`src/rtl/mmio_io_controller.sv`:
```
// MMIO board-I/O peripheral: LED register, synchronized/debounced switches, sticky change flags.
// Define IO_CYCLE_COUNTER_EN to add the free-running 64-bit cycle counter at offset 0x18.
module mmio_io_controller #(
  parameter logic [63:0] IO_BASE         = 64'h0000_0000_0000_1000,
  parameter int          DEBOUNCE_CYCLES = 50000
) (
  input  logic        clock,
  input  logic        reset,
  input  logic [63:0] address,
  input  logic [63:0] write_data,
  input  logic        MemRead,
  input  logic        MemWrite,
  output logic [63:0] read_data,
  output logic        hit,
  input  logic [17:0] switches,
  output logic [26:0] leds
);

  localparam int               NUM_SW   = 18;
  localparam int               CNT_W    = $clog2(DEBOUNCE_CYCLES);
  localparam logic [CNT_W-1:0] CNT_LAST = CNT_W'(DEBOUNCE_CYCLES - 1);

  localparam logic [1:0] SEL_LED = 2'd0;
  localparam logic [1:0] SEL_SW  = 2'd1;
  localparam logic [1:0] SEL_CHG = 2'd2;
  localparam logic [1:0] SEL_CNT = 2'd3;

  logic [26:0]       r_leds;
  logic [NUM_SW-1:0] r_sync1;
  logic [NUM_SW-1:0] r_sync2;
  logic [NUM_SW-1:0] r_deb;
  logic [NUM_SW-1:0] r_chg;
  logic [CNT_W-1:0]  r_cnt [NUM_SW];

  logic              w_inWindow;
  logic [1:0]        w_sel;
  logic              w_mapped;
  logic              w_wrEn;
  logic [NUM_SW-1:0] w_accept;
  logic [NUM_SW-1:0] w_clear;
  logic              w_unused;

  assign w_inWindow = (address[63:5] == IO_BASE[63:5]);
  assign w_sel      = address[4:3];

`ifdef IO_CYCLE_COUNTER_EN
  logic [63:0] r_cycles;
  assign w_mapped = 1'b1;
`else
  assign w_mapped = (w_sel != SEL_CNT);
`endif

  // hit qualifies loads only: idle and store-only cycles report no hit
  assign hit    = MemRead && w_inWindow && w_mapped;
  assign w_wrEn = MemWrite && w_inWindow && w_mapped;
  assign leds   = r_leds;

  // Sub-word address bits and the upper store-data bits have no destination
  assign w_unused = ^{address[2:0], write_data[63:27]};

  always_comb begin
    w_accept = '0;
    w_clear  = '0;
    for (int i = 0; i < NUM_SW; i++) begin
      w_accept[i] = (r_sync2[i] != r_deb[i]) && (r_cnt[i] == CNT_LAST);
    end
    if (w_wrEn && (w_sel == SEL_CHG)) begin
      w_clear = write_data[NUM_SW-1:0];
    end
  end

  // Synchronizer, per-switch debounce counters and sticky flags (a new change beats a W1C)
  always_ff @(posedge clock) begin
    if (reset) begin
      r_sync1 <= '0;
      r_sync2 <= '0;
      r_deb   <= '0;
      r_chg   <= '0;
      for (int i = 0; i < NUM_SW; i++) begin
        r_cnt[i] <= '0;
      end
    end else begin
      r_sync1 <= switches;
      r_sync2 <= r_sync1;
      r_deb   <= r_deb ^ w_accept;
      r_chg   <= (r_chg & ~w_clear) | w_accept;
      for (int i = 0; i < NUM_SW; i++) begin
        if ((r_sync2[i] == r_deb[i]) || w_accept[i]) begin
          r_cnt[i] <= '0;
        end else begin
          r_cnt[i] <= r_cnt[i] + CNT_W'(1);
        end
      end
    end
  end

  always_ff @(posedge clock) begin
    if (reset) begin
      r_leds <= '0;
    end else if (w_wrEn && (w_sel == SEL_LED)) begin
      r_leds <= write_data[26:0];
    end
  end

`ifdef IO_CYCLE_COUNTER_EN
  always_ff @(posedge clock) begin
    if (reset) begin
      r_cycles <= '0;
    end else begin
      r_cycles <= r_cycles + 64'd1;
    end
  end
`endif

  // Loads see pre-edge state, so a combined load+store returns the old value
  always_comb begin
    read_data = '0;
    if (hit) begin
      case (w_sel)
        SEL_LED: read_data = {37'd0, r_leds};
        SEL_SW:  read_data = {46'd0, r_deb};
        SEL_CHG: read_data = {46'd0, r_chg};
        default: begin
`ifdef IO_CYCLE_COUNTER_EN
          read_data = r_cycles;
`else
          read_data = '0;
`endif
        end
      endcase
    end
  end

endmodule

```
`config.mk`:
```
export PLATFORM = sky130hd
export DESIGN_NAME = mmio_io_controller
export DESIGN_NICKNAME = d
export VERILOG_FILES = /design/src/rtl/mmio_io_controller.sv
export SDC_FILE = /design/constraint.sdc
export NUM_CORES = 1
export LEC_CHECK = 0
export CAP_MARGIN = 5
export CORE_MARGIN = 3
export CORE_UTILIZATION = 35
export CTS_CLUSTER_SIZE = 12
export DETAILED_ROUTE_END_ITERATION = 12
export HOLD_SLACK_MARGIN = 0.02
export PLACE_DENSITY = 0.61
export SLEW_MARGIN = 10
export SYNTH_ARGS = -nofsm -noshare
export SYNTH_HDL_FRONTEND = slang
export SYNTH_SLANG_ARGS = --single-unit
export TNS_END_PERCENT = 10
```
`constraint.sdc`:
```
create_clock -name clock -period 2.35 [get_ports clock]
set_input_delay 0.3525 -clock clock [delete_from_list [all_inputs] [get_ports clock]]
set_output_delay 0.3525 -clock clock [all_outputs]
set_load 0.05 [all_outputs]
```
==> results of run 1 <==
==> registers in the layout, summed over array words and instances (netlist names), named ones only <==
signal and cells:
r_cnt 288, leds 27, r_chg 18, r_sync1 18
r_sync2 18
==> critical path: stages <==
cell and delay (ps):
dlygate4sd2_1 260, nor4_2 290, and4_1 290, nand4_1 120
buf_6 180, buf_16 170, nor3_4 230, buf_12 160
==> per-stage QoR <==
| step | total power [mW] | std cells | TNS, ps | instance area (sq um) |
|---|---|---|---|---|
| 2_1_floorplan | 8.58 | 2311 | -8030 | 21800 |
| 3_3_place_gp | 8.92 | 3176 | -16680 | 24700 |
| 3_5_place_dp | 8.95 | 3176 | -17820 | 24700 |
| 4_1_cts | 15.8 | 3283 | -338 | 26400 |
| 5_1_grt | 16.2 | 3283 | -3590 | 26500 |
| 6_report | 15.6 | 3283 | -548 | 26500 |
==> how the worst max path moves through the flow <==
stage	startpoint	end	slack [ps]	cells after the start
6_report	address[34]	read_data[3]	-80	8
5_1_grt	address[34]	read_data[10]	-170	8
4_1_cts	address[43]	read_data[10]	-110	8
3_5_place_dp	address[37]	read_data[8]	-480	7
3_3_place_gp	address[37]	read_data[8]	-490	7
2_1_floorplan	address[33]	read_data[18]	-320	4
==> final cells by class <==
cell class | instances | area, sq um | area share (%)
clock buffer | 69 | 1290 | 4.86
clock inverter | 14 | 131 | 0.496
inverter | 53 | 199 | 0.750
multi-input combinational | 1746 | 10600 | 39.9
sequential | 387 | 10600 | 40.1
tap | 756 | 946 | 3.57
timing repair buffer | 258 | 2750 | 10.4
==> power by group through the flow <==
| stage | registers (mW) | logic, mW | clock network, mW |
|---|---|---|---|
| after detailed placement | 7.97 | 0.975 | 0 |
| final | 7.83 | 0.991 | 6.76 |
| after CTS | 7.83 | 0.970 | 6.99 |
| after global routing | 7.87 | 1.10 | 7.24 |
| after global placement | 7.96 | 0.964 | 0 |
| after floorplan | 7.90 | 0.685 | 0 |
==> layer usage <==
layer / vias up / wire length, um
met5: - / 0
met4: 0 / 1130
met3: 83 / 1970
met2: 243 / 21600
met1: 7437 / 20700
li1: 7837 / -
==> kinds of logic (layout without fill, tap and decap cells) <==
kind of cell,after synthesis,count (layout),synth area share [%]
multiplexers,60,60,2.94
XOR/XNOR,239,239,10.3
other,2,325,0.0368
AO/OA/AOI/OAI,122,122,3.49
AND/OR/NAND/NOR,982,982,26.0
buffers and inverters,178,394,4.09
adder cells (fa/ha/maj),18,18,1.10
flip-flops,387,387,52.1
==> cells in the final DEF (no fill, tap or decap), types with 28 or more instances in the layout <==
| cell type | count |
|---|---|
| edfxtp_1 | 288 |
| xnor2_1 | 120 |
| buf_12 | 37 |
| and3_1 | 28 |
| clkdlybuf4s50_1 | 75 |
| nor3_1 | 33 |
| buf_4 | 73 |
| mux2i_1 | 59 |
| inv_1 | 53 |
| nand2b_1 | 59 |
| dfxtp_1 | 99 |
| nor4_1 | 48 |
| clkbuf_16 | 47 |
| or3_1 | 30 |
| nand2_1 | 75 |
| nand3_1 | 98 |
| nor2_1 | 320 |
| nand4_1 | 80 |
| dlygate4sd2_1 | 29 |
| xor2_1 | 119 |
| conb_1 | 325 |
| a21oi_1 | 64 |
| nor2b_1 | 37 |
| and4_1 | 39 |
==> what timing repair did <==
item                                    4_1_cts  5_1_grt
gates resized for setup                     113       43
pin swaps                                    30       18
endpoints found under the setup margin       28       73
setup buffers                                22        2
cloned                                        2        1
==> run metrics, run 1 <==
first-pass iteration count of the detailed router=4; Leak Pwr=9.57 nW; vias in the first global route=15100; DR iter-0 viols=733; failing checks=setup timing; total gr overflow=0; clock buffer depth=3; largest net degree at the start of global routing=43; Psw=3.58 mW; htree depth=2; yosys warns=0; Synth Register Bits=387; Reg power frac=50.3%; Async SR Flop Fraction=0%; cts hold-fix bufs=0; CTS tree=yes; worst path arrival time=2080 ps; crit end category=primary output; Worst Hold Class=input port to register; clock sink total=387; wire per inst=13.8 um; vias post-DR=15600; Global Route met3 Usage=2.68%; Critical Path Start Type=input port; power per cell area=588 nW/um^2; met2 Use GR=24.8%; Most Crowded Layer GR=met2; top cells by area, synth=edfxtp_1 42%, dfxtp_1 9.7%, nor2_1 5.9%; GP Congestion=0.834; Post-Synthesis Cell Area=20400 sq um; Worst Hold Depth=2; Syn Inst Count=1988; Nets=2659; CP required=2000 ps; clock power share=43.4%; I/O Pins=242; worst-margin pin slew=687 ps; Die Ht=247 um; reg2reg start=r_cnt[14][13]$_SDFFCE_PN0P_; min-delay src=reset; hold slack=246 ps; Distinct cells, synth=50; max cap viols=0; most common cell in the netlist=nor2_1; total CTS buffers=45; Post-DRT Antenna Nets=0; dominant synthesized flop cell=edfxtp_1; die width=247 um; Post-synth EDFFs=288; ANT cells=0; CTS Root Cell=clkbuf_16; outcome=finished with violations; Tcrit/Tclk final=103%; post-synth top area cell=edfxtp_1; routed wire length=45.4 mm; Layout area overhead=29.9%; reg2reg setup slack=170 ps; drc violations=0; Final Max Tran Viols=0; Combinational Power Share=6.4%; Pint=12.0 mW; dpl ws=-478 ps; global-route wire length before repair=73.8 mm; worst setup path class=input port to primary output; FMAX=411 MHz; Setup WS post-layout=-80.9 ps; Initial Utilization=35.8%; VDD IR-drop max=587 uV; Hold Fails Final Rpt=0; FF-to-FF End=r_chg[14]$_SDFF_PP0_; core area=57000 sq um; Reg2Reg Depth=4; Via-to-Cell Ratio=4.75; Die Area=61200 sq um; RSZ-0062 raised after global routing=true; Mean Syn Cell Area=10.3 sq um; GR met1 Demand/Resource=18.8%; register area share after synthesis=52.1%; num rows=87; Port Buffers=164; CP Max Fanout=5; Post-DP HPWL=32.0 mm; commonest cells in the netlist=321 x nor2_1, 288 x edfxtp_1, 120 x xnor2_1, 119 x xor2_1, 99 x dfxtp_1; layout cell share with drive strength beyond 1=10.6%; Tmin final=2430 ps; Clock Pin Slew Worst Setup and Hold Paths=60 ps; Filler Cell Count=5389; antenna violations before repair=0; relative slew slack=53.8%; Core Util, Final=46.5%; Tot GR Track Use=14.6%; worst skew pair latency=570 ps; Setup Skew=31.3 ps; Synth top area share=42.4%; switching share of power=23.0%; # setup viols final=21
Note: power is estimated with default switching activity, not from simulation.
==> inputs of run 2 (changes only) <==
Settings changed: CAP_MARGIN 5 to 40.
==> results of run 2 <==
The final DEF is identical to that of run 1; final timing and power are the same.
==> inputs of run 3 (changes only) <==
Settings changed: CTS_CLUSTER_DIAMETER from default to 60, DONT_BUFFER_PORTS from default to 1, PLACE_DENSITY 0.61 to 0.58.
Clock period 2.35 ns to 2.06 ns, I/O delays scaled along.
==> run 3 against run 2 <==
Compared with the run above:
- the flow still finishes with violations (setup timing)
- core utilization down 1.6 points
- power rose by 13%
- die area unchanged
- critical path type unchanged
- largest cell class unchanged
==> run metrics, run 3 (synthesis results as in run 1) <==
Clock Pin Slew Worst Setup and Hold Paths=60 ps (about the same); relative slew slack=60.7% (+6.9 points); Via-to-Cell Ratio=4.75 (-0.14%); FMAX=469 MHz; met2 Use GR=24.1% (-0.70 points); global-route wire length before repair=73.1 mm (-1.0%); htree depth=2 (unchanged); core area=57000 sq um (unchanged); Layout area overhead=25.5%; vias in the first global route=14900 (-1.3%); total gr overflow=0 (unchanged); CP required=1750 ps (-250 ps); Nets=2601 (-2.2%); drc violations=0 (unchanged); Reg2Reg Depth=5 (+1); Initial Utilization=35.8% (unchanged); Worst path slowest cell=or4_1; DR iter-0 viols=774 (+5.6%); clock sink total=387 (unchanged); I/O Pins=242 (unchanged); outcome=finished with violations; worst-margin pin slew=588 ps (-98.9 ps); setup tns final=-1590 ps (-1040 ps); commonest non-fill, non-tap cell in the layout=conb_1; Tcrit/Tclk final=104%; Critical Path Start Type=input port; min-delay src=write_data[16]; Final Max Tran Viols=0 (unchanged); max cap viols=0 (unchanged); first-pass iteration count of the detailed router=5 (+1); Leak Pwr=9.18 nW (-4.0%); Post-DRT Antenna Nets=0 (unchanged); CP top delay family=simple AND/OR/NAND/NOR gates; worst path arrival time=1820 ps (-260 ps); layout cell share with drive strength beyond 1=11.0% (+0.38 points); Worst Hold Depth=3 (+1); Global Route met3 Usage=3.17% (+0.49 points); routed wire length=44.6 mm (-1.8%); # setup viols final=35 (+67%); commonest non-fill, non-tap cells in the layout=325 x conb_1, 319 x nor2_1, 288 x edfxtp_1; reg2reg start=r_cnt[14][7]$_SDFFCE_PN0P_; crit end category=primary output; worst setup path class=input port to primary output; CTS tree=yes; CTS Root Cell=clkbuf_16; reg2reg setup slack=-50 ps (-220 ps); Largest register FFs=288 (unchanged); die width=247 um (unchanged); Largest Register=r_cnt; total CTS buffers=44 (-2.2%); Port Buffers=0 (-100%); Worst Path Buf+Inv=2 (-2); Die Ht=247 um (unchanged); GR met1 Demand/Resource=18.8% (-0.086 points); Tmin final=2130 ps; CP Max Fanout=9 (+4); Post-DP HPWL=30.5 mm (-4.8%); Design Power=17.7 mW (+13%); FF-to-FF End=r_cnt[14][7]$_SDFFCE_PN0P_; num rows=87 (unchanged); Die Area=61200 sq um (unchanged); RSZ-0062 raised after global routing=true; Worst Hold Endpoint=r_chg[16]$_SDFF_PP0_; power per cell area=689 nW/um^2 (+17%); largest net degree at the start of global routing=123 (+190%); failing checks=setup timing; ANT cells=0 (unchanged); Hold Fails Final Rpt=0 (unchanged); worst skew pair latency=570 ps (about the same); clock buffer depth=3 (unchanged); Worst Hold Class=input port to register; VDD IR-drop max=591 uV (+0.72%); vias post-DR=15300 (-1.9%); Setup Skew=24.1 ps (-7.23 ps); Most Crowded Layer GR=met2; Setup WS post-layout=-73.5 ps (+7.37 ps); Core Util, Final=44.9% (-1.6 points); antenna violations before repair=3 (+3); wire per inst=13.8 um (about the same); dpl ws=-126 ps (+352 ps); GP Congestion=0.808 (-3.1%); crit path cell chain=or4_1 > nor4_1 > nand4_1 > buf_6 > nor3_2 > buf_6; Tot GR Track Use=14.5% (-0.15 points); cell mode on critical path=buf_6; Worst path max stage delay=560 ps (+270 ps)
[run 3: worst min-delay path, cell delays in order]
cell,delay (ps)
nor3b_1,40
a41oi_1,170
o21ai_1,80
[run 3: worst max-delay path by stage]
stage                      startpoint             to  cells after the start
after floorplan           address[33]  read_data[18]                      4
after global placement    address[33]   read_data[0]                      6
after detailed placement  address[37]   read_data[2]                      6
after CTS                 address[37]   read_data[2]                      6
after global routing      address[33]  read_data[18]                      6
final                     address[33]  read_data[20]                      6
[run 3: metrics by stage]
stage	cell area (sq um)	cells	hold slack, ps
floorplan	21800	2311	414
global placement	23500	3091	397
detailed placement	23500	3091	397
CTS	25500	3221	42.4
global route	25600	3224	55.2
finish	25600	3224	77.0
[run 3: area by class of cell]
type,instances,area (sq um)
inverter,53,199
fill,5438,31400
clock buffer,71,1340
sequential,387,10600
multi-input combinational,1746,10400
clock inverter,10,87.6
tap,756,946
timing repair buffer,201,1960
[run 3: layer usage]
metal  part of all wire, %  wire, um
met3                   5.7      2550
met2                    47     20800
met4                   2.3      1010
met1                    45     20200
met5                 0.038        17
[run 3: timing repair]
| item | CTS | global route |
|---|---|---|
| endpoints found under the hold margin | 98 | 1 |
| pin swaps | 1 | 6 |
| resized for setup | 23 | 12 |
| cloned | 0 | 0 |
| setup buffers | 0 | 3 |
| hold buffers | 49 | 1 |
| setup endpoints to repair | 58 | 95 |
[run 3: report_power, final]
part           internal (mW)  switching [mW]  leakage (nW)
Sequential              8.65           0.269          3.78
Clock                   4.51            3.24         0.695
Combinational          0.396           0.599          4.71
